[src/rtl/hazard_ctrl.sv]
// Pipeline sequencing controller for the 5-stage RV32I core.
// Generates stage enables/flushes for load-use, redirect and memory wait.
module hazard_ctrl #(
    parameter int MEM_TIMEOUT = 15,
    parameter int TO_W        = 4,
    parameter int PERF_W      = 16
) (
    input  logic              clk,
    input  logic              rst,
    input  logic [4:0]        id_rs1,
    input  logic [4:0]        id_rs2,
    input  logic [4:0]        ex_rd,
    input  logic              ex_MemRead,
    input  logic              ex_redirect,
    input  logic              mem_req,
    input  logic              mem_ready,
    output logic              pc_en,
    output logic              ifid_en,
    output logic              ifid_flush,
    output logic              idex_en,
    output logic              idex_flush,
    output logic              exmem_en,
    output logic              memwb_bubble,
    output logic              mem_err,
    output logic [PERF_W-1:0] stall_cnt,
    output logic [PERF_W-1:0] flush_cnt
);

    typedef enum logic [1:0] {
        RUN      = 2'd0,
        MEM_WAIT = 2'd1,
        ERROR    = 2'd2
    } state_e;

    localparam logic [TO_W-1:0]   TO_LIMIT = TO_W'(MEM_TIMEOUT);
    localparam logic [TO_W-1:0]   TO_ONE   = TO_W'(1);
    localparam logic [PERF_W-1:0] PERF_MAX = '1;
    localparam logic [PERF_W-1:0] PERF_ONE = PERF_W'(1);

    state_e            state_q;
    state_e            state_d;
    logic [TO_W-1:0]   to_cnt_q;
    logic [TO_W-1:0]   to_cnt_d;
    logic              mem_err_q;
    logic              mem_err_d;
    logic [PERF_W-1:0] stall_cnt_q;
    logic [PERF_W-1:0] stall_cnt_d;
    logic [PERF_W-1:0] flush_cnt_q;
    logic [PERF_W-1:0] flush_cnt_d;

    logic lu_hazard;
    logic mem_stall;
    logic freeze;
    logic lu_stall;
    logic redirect_take;

    assign lu_hazard = ex_MemRead && (ex_rd != 5'd0) &&
                       ((ex_rd == id_rs1) || (ex_rd == id_rs2));
    assign mem_stall = mem_req && !mem_ready;

    always_comb begin
        state_d       = state_q;
        to_cnt_d      = to_cnt_q;
        mem_err_d     = mem_err_q;
        freeze        = 1'b0;
        lu_stall      = 1'b0;
        redirect_take = 1'b0;
        unique case (state_q)
            RUN: begin
                priority case (1'b1)
                    mem_stall: begin
                        freeze   = 1'b1;
                        state_d  = MEM_WAIT;
                        to_cnt_d = TO_ONE;
                    end
                    ex_redirect: redirect_take = 1'b1;
                    lu_hazard:   lu_stall      = 1'b1;
                    default: ;
                endcase
            end
            MEM_WAIT: begin
                // A completing access releases the pipe this very cycle;
                // EX events are only looked at once back in RUN.
                if (mem_ready) begin
                    state_d  = RUN;
                    to_cnt_d = '0;
                end else begin
                    freeze = 1'b1;
                    if (to_cnt_q == TO_LIMIT) begin
                        state_d   = ERROR;
                        mem_err_d = 1'b1;
                    end else begin
                        to_cnt_d = to_cnt_q + TO_ONE;
                    end
                end
            end
            ERROR: begin
                freeze    = 1'b1;
                mem_err_d = 1'b1;
            end
            default: state_d = RUN;
        endcase
    end

    always_comb begin
        pc_en        = rst && !freeze && !lu_stall;
        ifid_en      = rst && !freeze && !lu_stall;
        ifid_flush   = !rst || redirect_take;
        idex_en      = rst && !freeze;
        idex_flush   = !rst || redirect_take || lu_stall;
        exmem_en     = rst && !freeze;
        memwb_bubble = !rst || freeze;
    end

    always_comb begin
        stall_cnt_d = stall_cnt_q;
        flush_cnt_d = flush_cnt_q;
        if (!pc_en && stall_cnt_q != PERF_MAX) begin
            stall_cnt_d = stall_cnt_q + PERF_ONE;
        end
        if (redirect_take && flush_cnt_q != PERF_MAX) begin
            flush_cnt_d = flush_cnt_q + PERF_ONE;
        end
    end

    always_ff @(posedge clk) begin
        if (!rst) begin
            state_q     <= RUN;
            to_cnt_q    <= '0;
            mem_err_q   <= 1'b0;
            stall_cnt_q <= '0;
            flush_cnt_q <= '0;
        end else begin
            state_q     <= state_d;
            to_cnt_q    <= to_cnt_d;
            mem_err_q   <= mem_err_d;
            stall_cnt_q <= stall_cnt_d;
            flush_cnt_q <= flush_cnt_d;
        end
    end

    assign mem_err   = mem_err_q;
    assign stall_cnt = stall_cnt_q;
    assign flush_cnt = flush_cnt_q;

endmodule

[config.mk]
export PLATFORM = sky130hd
export DESIGN_NAME = hazard_ctrl
export DESIGN_NICKNAME = d
export VERILOG_FILES = /design/src/rtl/hazard_ctrl.sv
export SDC_FILE = /design/constraint.sdc
export NUM_CORES = 1
export LEC_CHECK = 0
export BUFFER_PORTS_ARGS = -buffer_cell sky130_fd_sc_hd__buf_2
export CORE_MARGIN = 4
export CORE_UTILIZATION = 50
export DETAILED_ROUTE_END_ITERATION = 10
export PLACE_DENSITY = 0.84
export SLEW_MARGIN = 40
export SYNTH_ARGS = -nofsm -noshare
export SYNTH_HDL_FRONTEND = slang
export SYNTH_SLANG_ARGS = --single-unit
[constraint.sdc]
create_clock -name clk -period 3.4 [get_ports clk]
set_input_delay 0.68 -clock clk [delete_from_list [all_inputs] [get_ports clk]]
set_output_delay 0.68 -clock clk [all_outputs]
set_load 0.02 [all_outputs]
==> metrics.md, run 1 <==
| Metric | Value |
|---|---|
| Final Critical Period | `2699 ps` |
| Area leader, netlist | `dfxtp_1` |
| Clock Power Share | `34.0%` |
| Setup repair bufs after CTS | `0` |
| Finished Cell Area | `0.002530 sq mm` |
| Tightest Pin Transition | `~670 ps` |
| Final setup violation count | `0` |
| Int Pwr | `around 0.65 mW` |
| Total CTS buffers | `5` |
| Sequential power share | `between 50 and 60%` |
| Antenna-violating nets left | `0` |
| Clk_skew | `5.364 ps` |
| Global route total overflow | `0` |
| CTS Hold Bufs | `0` |
| Die ar. | `around 0.0054 sq mm` |
| Top-count cell post-synth | `dfxtp_1` |
| Initial antenna violation count | `0` |
| Total track usage | `19.64%` |
| Max Root-Sink Buffers | `2` |
| Post-CTS sizing | `0` |
| Hold Vio Cnt, Final | `0` |
| Main synth FF type | `dfxtp_1` |
| Post-DP Area | `0.002449 sq mm` |
| PD cells | `~360 mW/mm^2` |
| Drt total wl | `4937 microns` |
| Worst skew pair latency | `300 ps` |
| CP Class | `in2out` |
| First-pass GRT wire length | `about 8400 microns` |
| Syn Area/Cell | `8.723 sq um` |
| Port Buffers | `60` |
| Gate Count Post-Synth | `245` |
| Clock slew at reported path FFs | `about 70 ps` |
| Pleak | `1.044 nW` |
| Vias in the first global route | `about 1900` |
| Final hold slack | `485.0 ps` |
| Iter 0 DRT Violations | `slightly below 100` |
| Share of layout cells above drive strength 1 | `26.97%` |
| Die W | `73.38 microns` |
| Crit-path max FO | `3` |
| Critical Path Start | `ex_rd[1]` |
| Share of flip-flops with an asynchronous set or reset | `0%` |
| Data required time at the worst endpoint | `2720 ps` |
| Layout area overhead | `18.38%` |
| Setup TNS | `0 ps` |
| Max-slew headroom | `54.99%` |
| GP Congestion | `0.8349` |
| DRC viols | `0` |
| FMAX | `370.5 MHz` |
| Commonest cells post-synth | `dfxtp_1, nor2_1, xnor2_1` |
| Sink Count | `39` |
| Root Buffer | `clkbuf_8` |
| Routed vias | `1991` |
| Hold WC Path Type | `reg2reg` |
| Starting Density | `52.67%` |
| N_diodes | `0` |
| Register bit count reported by yosys | `39` |
| Fill count | `374` |
| Sw Ratio | `27.16%` |
| Via/cell ratio | `5.624` |
| Status | `finished clean` |
| Largest net degree at the start of global routing | `26` |
| Drt first pass iters | `4` |
| RSZ-0062 raised after global routing | `false` |
| Worst vdd ir | `0.2308 mV` |
| Critical Path End Type | `output port` |
| Register area share after synthesis | `36.53%` |
| Synth cell types | `48` |
| Cell area after synthesis | `0.002137 sq mm` |
| Synth area leaders | `dfxtp_1, xnor2_1, nor2_1` |
| Crit start category | `input pin` |
| NetSw | `between 0.2 and 0.25 mW` |
| H-tree depth reported by CTS | `2` |
| Hold path startpoint | `mem_err$_SDFFE_PN0P_` |
| Final Slew Violations | `0` |
| Comb power frac | `13.0%` |
| Detailed placement HPWL | `3665 microns` |
| Syn_nets | `269` |
| Synth top area share | `36.53%` |
| I/O Pins | `61` |
| Row count | `23` |
| R2r startpoint | `stall_cnt[12]$_SDFFE_PN0P_` |
| YS warnings | `0` |
| Die H | `around 73 microns` |
| DR WL/cell | `13.95 microns` |
| Nets | `327` |
| Critical path data arrival time | `between 2000 and 2500 ps` |
| CTS tree | `built` |
| Core area | `0.004058 sq mm` |
| Period utilization | `79.38%` |
| Number of max-cap violations | `0` |
| Number of synthesized flops with an enable pin | `0` |
| Reg2Reg Setup Slack | `1350 ps` |
cells by family after synthesis:
group / count (synthesis) / share of synthesized area, %
simple gates: 109 / 28.98
compound gates: 44 / 15.57
flops: 39 / 36.53
xor+xnor: 27 / 11.07
buf+inv: 20 / 4.684
mux: 3 / 1.405
fa+ha+maj: 3 / 1.757
state kept, by name, indices dropped and copies added, names as in the netlist:
register / count
stall_cnt: 16
to_cnt_q: 4
mem_err: 1
state_q: 2
flush_cnt: 16
power by group through the flow:
stage	combinational, mW	clock (mW)	sequential (mW)
floorplan	0.0747	0	0.491
global placement	0.113	0	0.486
detailed placement	0.117	0	0.486
CTS	0.117	0.316	0.475
global route	0.129	0.332	0.477
finish	0.117	0.306	0.476
worst paths after layout:
check | end | cells after the start
setup / recovery | ifid_en | 6
hold / removal | mem_err$_SDFFE_PN0P_ | 2
setup reg to reg | stall_cnt[8]$_SDFFE_PN0P_ | 6
hold reg to reg | mem_err$_SDFFE_PN0P_ | 2
layer usage:
metal	wire length [microns]	part of all wire (%)	vias to the layer above	track usage, %
li1	-	-	992	-
met1	2212	45	948	24.52
met2	2426	49	44	32.87
met3	230	4.7	7	4.925
met4	68	1.4	0	6.640
met5	0	0	-	0
per-stage QoR:
step                instances  utilization (%)  setup slack, ps  power (mW)
finish                    354            62.35            701.1      0.8989
global route              354            62.35            602.0      0.9376
floorplan                 245                -            820.6      0.5659
global placement          346            60.35            764.8      0.5994
detailed placement        346            60.35            697.4      0.6031
CTS                       354            62.35            694.4      0.9087
worst max-delay path, stage by stage:
cell and delay (ps):
buf_2 120, or4_1 520, nor2_1 190, nor2_1 100, a21oi_2 210, buf_2 200
layout by cell type (no fill, tap or decap), types with 3 or more instances in the layout:
| cell | instances |
|---|---|
| xnor2_1 | 21 |
| and3_1 | 3 |
| nand4_1 | 8 |
| or3_1 | 6 |
| clkbuf_8 | 5 |
| o21ai_0 | 4 |
| or4_1 | 9 |
| nand2_1 | 16 |
| dfxtp_1 | 39 |
| o31ai_1 | 8 |
| o21ai_1 | 3 |
| nand3_1 | 16 |
| inv_1 | 8 |
| ha_1 | 3 |
| buf_2 | 60 |
| nor2_1 | 28 |
| and2_1 | 6 |
| and4_1 | 4 |
| mux2i_1 | 3 |
| a21oi_1 | 13 |
| xor2_1 | 6 |
final cells by class:
type | count | area, sq um | area share (%)
Clock buffer | 7 | 76.32 | 3.017
Clock inverter | 1 | 5.005 | 0.1978
Timing Repair Buffer | 62 | 315.3 | 12.46
Multi-Input combinational cell | 186 | 1256 | 49.65
Sequential cell | 39 | 780.7 | 30.86
Tap cell | 50 | 62.56 | 2.473
Inverter | 9 | 33.78 | 1.335
No activity file was read; power rests on OpenSTA's default activity.
==> run 2: changes to the inputs <==
ABC_AREA = 1   (was default)
PLACE_DENSITY = 0.83   (was 0.84)
clock period = 2.7 ns   (was 3.4 ns; I/O delays follow)
==> metrics.md, run 2 <==
| Metric | Value |
|---|---|
| Status | `finished clean` |
| Clock slew at reported path FFs | `80 ps (about the same)` |
| Share of layout cells above drive strength 1 | `20.92% (-6.1 points)` |
| Tightest Pin Transition | `376.3 ps (-294.8 ps)` |
| DRC viols | `0 (unchanged)` |
| Routed vias | `2483 (+25%)` |
| Core area | `0.004504 sq mm (+11%)` |
| Total CTS buffers | `5 (unchanged)` |
| Critical Path Max Stage Delay | `350 ps (-170 ps)` |
| Drt first pass iters | `4 (unchanged)` |
| Max Root-Sink Buffers | `2 (unchanged)` |
| Cell mode on critical path | `nand2_1` |
| Final Critical Period | `2212 ps` |
| Pleak | `1.308 nW (+25%)` |
| Cell area after synthesis | `0.002400 sq mm (+12%)` |
| Register area share after synthesis | `32.53% (-4.0 points)` |
| Area occupied by multi-input gates | `0.001363 sq mm (+8.5%)` |
| Number of max-cap violations | `0 (unchanged)` |
| N_diodes | `0 (unchanged)` |
| Area leader, netlist | `dfxtp_1` |
| YS warnings | `0 (unchanged)` |
| Port Buffers | `60 (unchanged)` |
| Gate Count Post-Synth | `373 (+52%)` |
| Syn_nets | `397 (+48%)` |
| Layout area overhead | `17.26%` |
| CTS Hold Bufs | `0 (unchanged)` |
| Detailed placement HPWL | `4354 microns (+19%)` |
| Commonest cells post-synth | `nand2_1, inv_1, nor2_1` |
| Data required time at the worst endpoint | `2160 ps (-560 ps)` |
| Antenna-violating nets left | `0 (unchanged)` |
| Storage cell area | `780.7 sq um (unchanged)` |
| Global route total overflow | `0 (unchanged)` |
| Synth cell types | `29 (-40%)` |
| Row count | `24 (+4.3%)` |
| Crit-path max FO | `19 (+16)` |
| H-tree depth reported by CTS | `2 (unchanged)` |
| CP Class | `reg2out` |
| DR WL/cell | `11.74 microns (-16%)` |
| Final setup violation count | `0 (unchanged)` |
| Top-count cell post-synth | `nand2_1` |
| Setup TNS | `0 ps (unchanged)` |
| Synth top area share | `32.53% (-4.0 points)` |
| Post-CTS sizing | `0 (unchanged)` |
| Total track usage | `19.44% (-0.20 points)` |
| Hold WC Path Type | `reg2reg` |
| GP Congestion | `0.8936 (+7.0%)` |
| Final Slew Violations | `0 (unchanged)` |
| Vias in the first global route | `2310 (+23%)` |
| Most common library cell in the layout ignoring fill and taps | `nand2_1` |
| Root Buffer | `clkbuf_8` |
| Fill count | `420 (+12%)` |
| Starting Density | `53.28% (+0.61 points)` |
| Largest net degree at the start of global routing | `24 (-7.7%)` |
| Crit start category | `flop` |
| Sink Count | `39 (unchanged)` |
| Commonest cells after routing, fill and taps aside | `nand2_1, buf_2, inv_1` |
| Crit-path slowest cell | `dfxtp_1` |
| I/O Pins | `61 (unchanged)` |
| PD cells | `409.9 mW/mm^2 (+15%)` |
| CP cell instances | `nor2_2 -> nand2_1 -> inv_2 -> nand3_1 -> nor2_1 -> nand2_1 -> nand2_4 -> inv_1 -> buf_2` |
| Synth area leaders | `dfxtp_1, nand2_1, inv_1` |
| First-pass GRT wire length | `9832 microns (+17%)` |
| Clk_skew | `5.345 ps (-0.01910 ps)` |
| Syn Area/Cell | `6.434 sq um (-26%)` |
| Die H | `77.28 microns (+5.3%)` |
| Hold Vio Cnt, Final | `0 (unchanged)` |
| Setup repair bufs after CTS | `0 (unchanged)` |
| Die W | `77.28 microns (+5.3%)` |
| RSZ-0062 raised after global routing | `false` |
| Register bit count reported by yosys | `39 (unchanged)` |
| Iter 0 DRT Violations | `141 (+44%)` |
| Critical path data arrival time | `1670 ps (-350 ps)` |
| Drt total wl | `5716 microns (+16%)` |
| CTS tree | `built` |
| FMAX | `approximately 450 MHz` |
| Initial antenna violation count | `0 (unchanged)` |
| Nets | `458 (+40%)` |
| Share of flip-flops with an asynchronous set or reset | `0% (unchanged)` |
| Die ar. | `0.005972 sq mm (+11%)` |
| Number of synthesized flops with an enable pin | `0 (unchanged)` |
| Max-slew headroom | `74.72% (+20 points)` |
| Period utilization | `81.93%` |
| Critical Path End Type | `output port` |
| Buffer and inverter count on the worst path | `3 (+1)` |
| Worst skew pair latency | `280 ps (-20 ps)` |
| Main synth FF type | `dfxtp_1` |
| CP top delay family | `simple AND/OR/NAND/NOR gates` |
| Via/cell ratio | `5.099 (-9.3%)` |
| Worst vdd ir | `0.2970 mV (+29%)` |
| Pwr Total | `1.153 mW (+28%)` |
## run 2: cell count changes after synthesis, sizes merged, moves of 15 or more
| cell | before | now |
|---|---|---|
| nand2 | 16 | 100 |
| inv | 8 | 55 |
| nor2 | 29 | 50 |
| nand3 | 16 | 33 |
| a21oi | 15 | 30 |
## run 2: final timing paths
kind                                                 start                          to  slack (ps)  depth (start not counted)
worst max-delay path               state_q[1]$_SDFFE_PN0P_                       pc_en         490                          9
worst min-delay path            stall_cnt[15]$_SDFFE_PN0P_  stall_cnt[15]$_SDFFE_PN0P_         480                          2
worst max register to register   stall_cnt[0]$_SDFFE_PN0P_  stall_cnt[13]$_SDFFE_PN0P_         800                          7
worst min register to register  stall_cnt[15]$_SDFFE_PN0P_  stall_cnt[15]$_SDFFE_PN0P_         480                          2
## run 2: cell families (layout without fill, tap and decap cells)
logic type / after synthesis / in the layout / share of synthesized area, %
simple gates: 204 / 204 / 38.37
buf+inv: 63 / 125 / 10.69
compound gates: 44 / 44 / 9.542
flops: 39 / 39 / 32.53
xor+xnor: 20 / 20 / 7.299
fa+ha+maj: 3 / 3 / 1.564
## run 2: routing by layer
layer,vias to the layer above,share of wire [%],wire length (microns),global-route usage [%]
met5,-,0,0,0
met1,1110,47,2660,24.57
met3,2,5.6,321,4.333
met4,0,0.47,27,4.804
li1,1301,-,-,-
met2,70,47,2706,33.33
## run 2: worst reg2reg max path, delay by kind of cell, from the launching register on
family | cells | cell delay [ps]
compound gates | 1 | 130
fa+ha+maj | 1 | 270
flops | 1 | 410
simple gates | 5 | 1040
## run 2: cell type report
class	count	area share, %
tap	52	2.312
timing repair buffer	62	11.20
clock inverter	3	0.5336
sequential	39	27.75
inverter	55	7.337
clock buffer	5	2.446
multi-input combinational	271	48.42
## run 2: where the power goes
group / internal, mW / switching (mW) / leakage (nW)
registers: 0.587 / 0.0127 / 0.316
clock network: 0.177 / 0.200 / 0.0477
logic: 0.0603 / 0.116 / 0.945
total: 0.824 / 0.329 / 1.31
## run 2: through the flow
step	cells	worst slack (ps)	hold slack, ps	area [sq um]	util [%]
CTS	487	468.2	486.2	2814	62.47
floorplan	373	485.8	494.8	2400	-
global route	487	277.0	501.9	2814	62.47
global placement	479	575.7	463.8	2730	60.61
detailed placement	479	544.7	475.1	2730	60.61
finish	487	487.9	483.3	2814	62.47
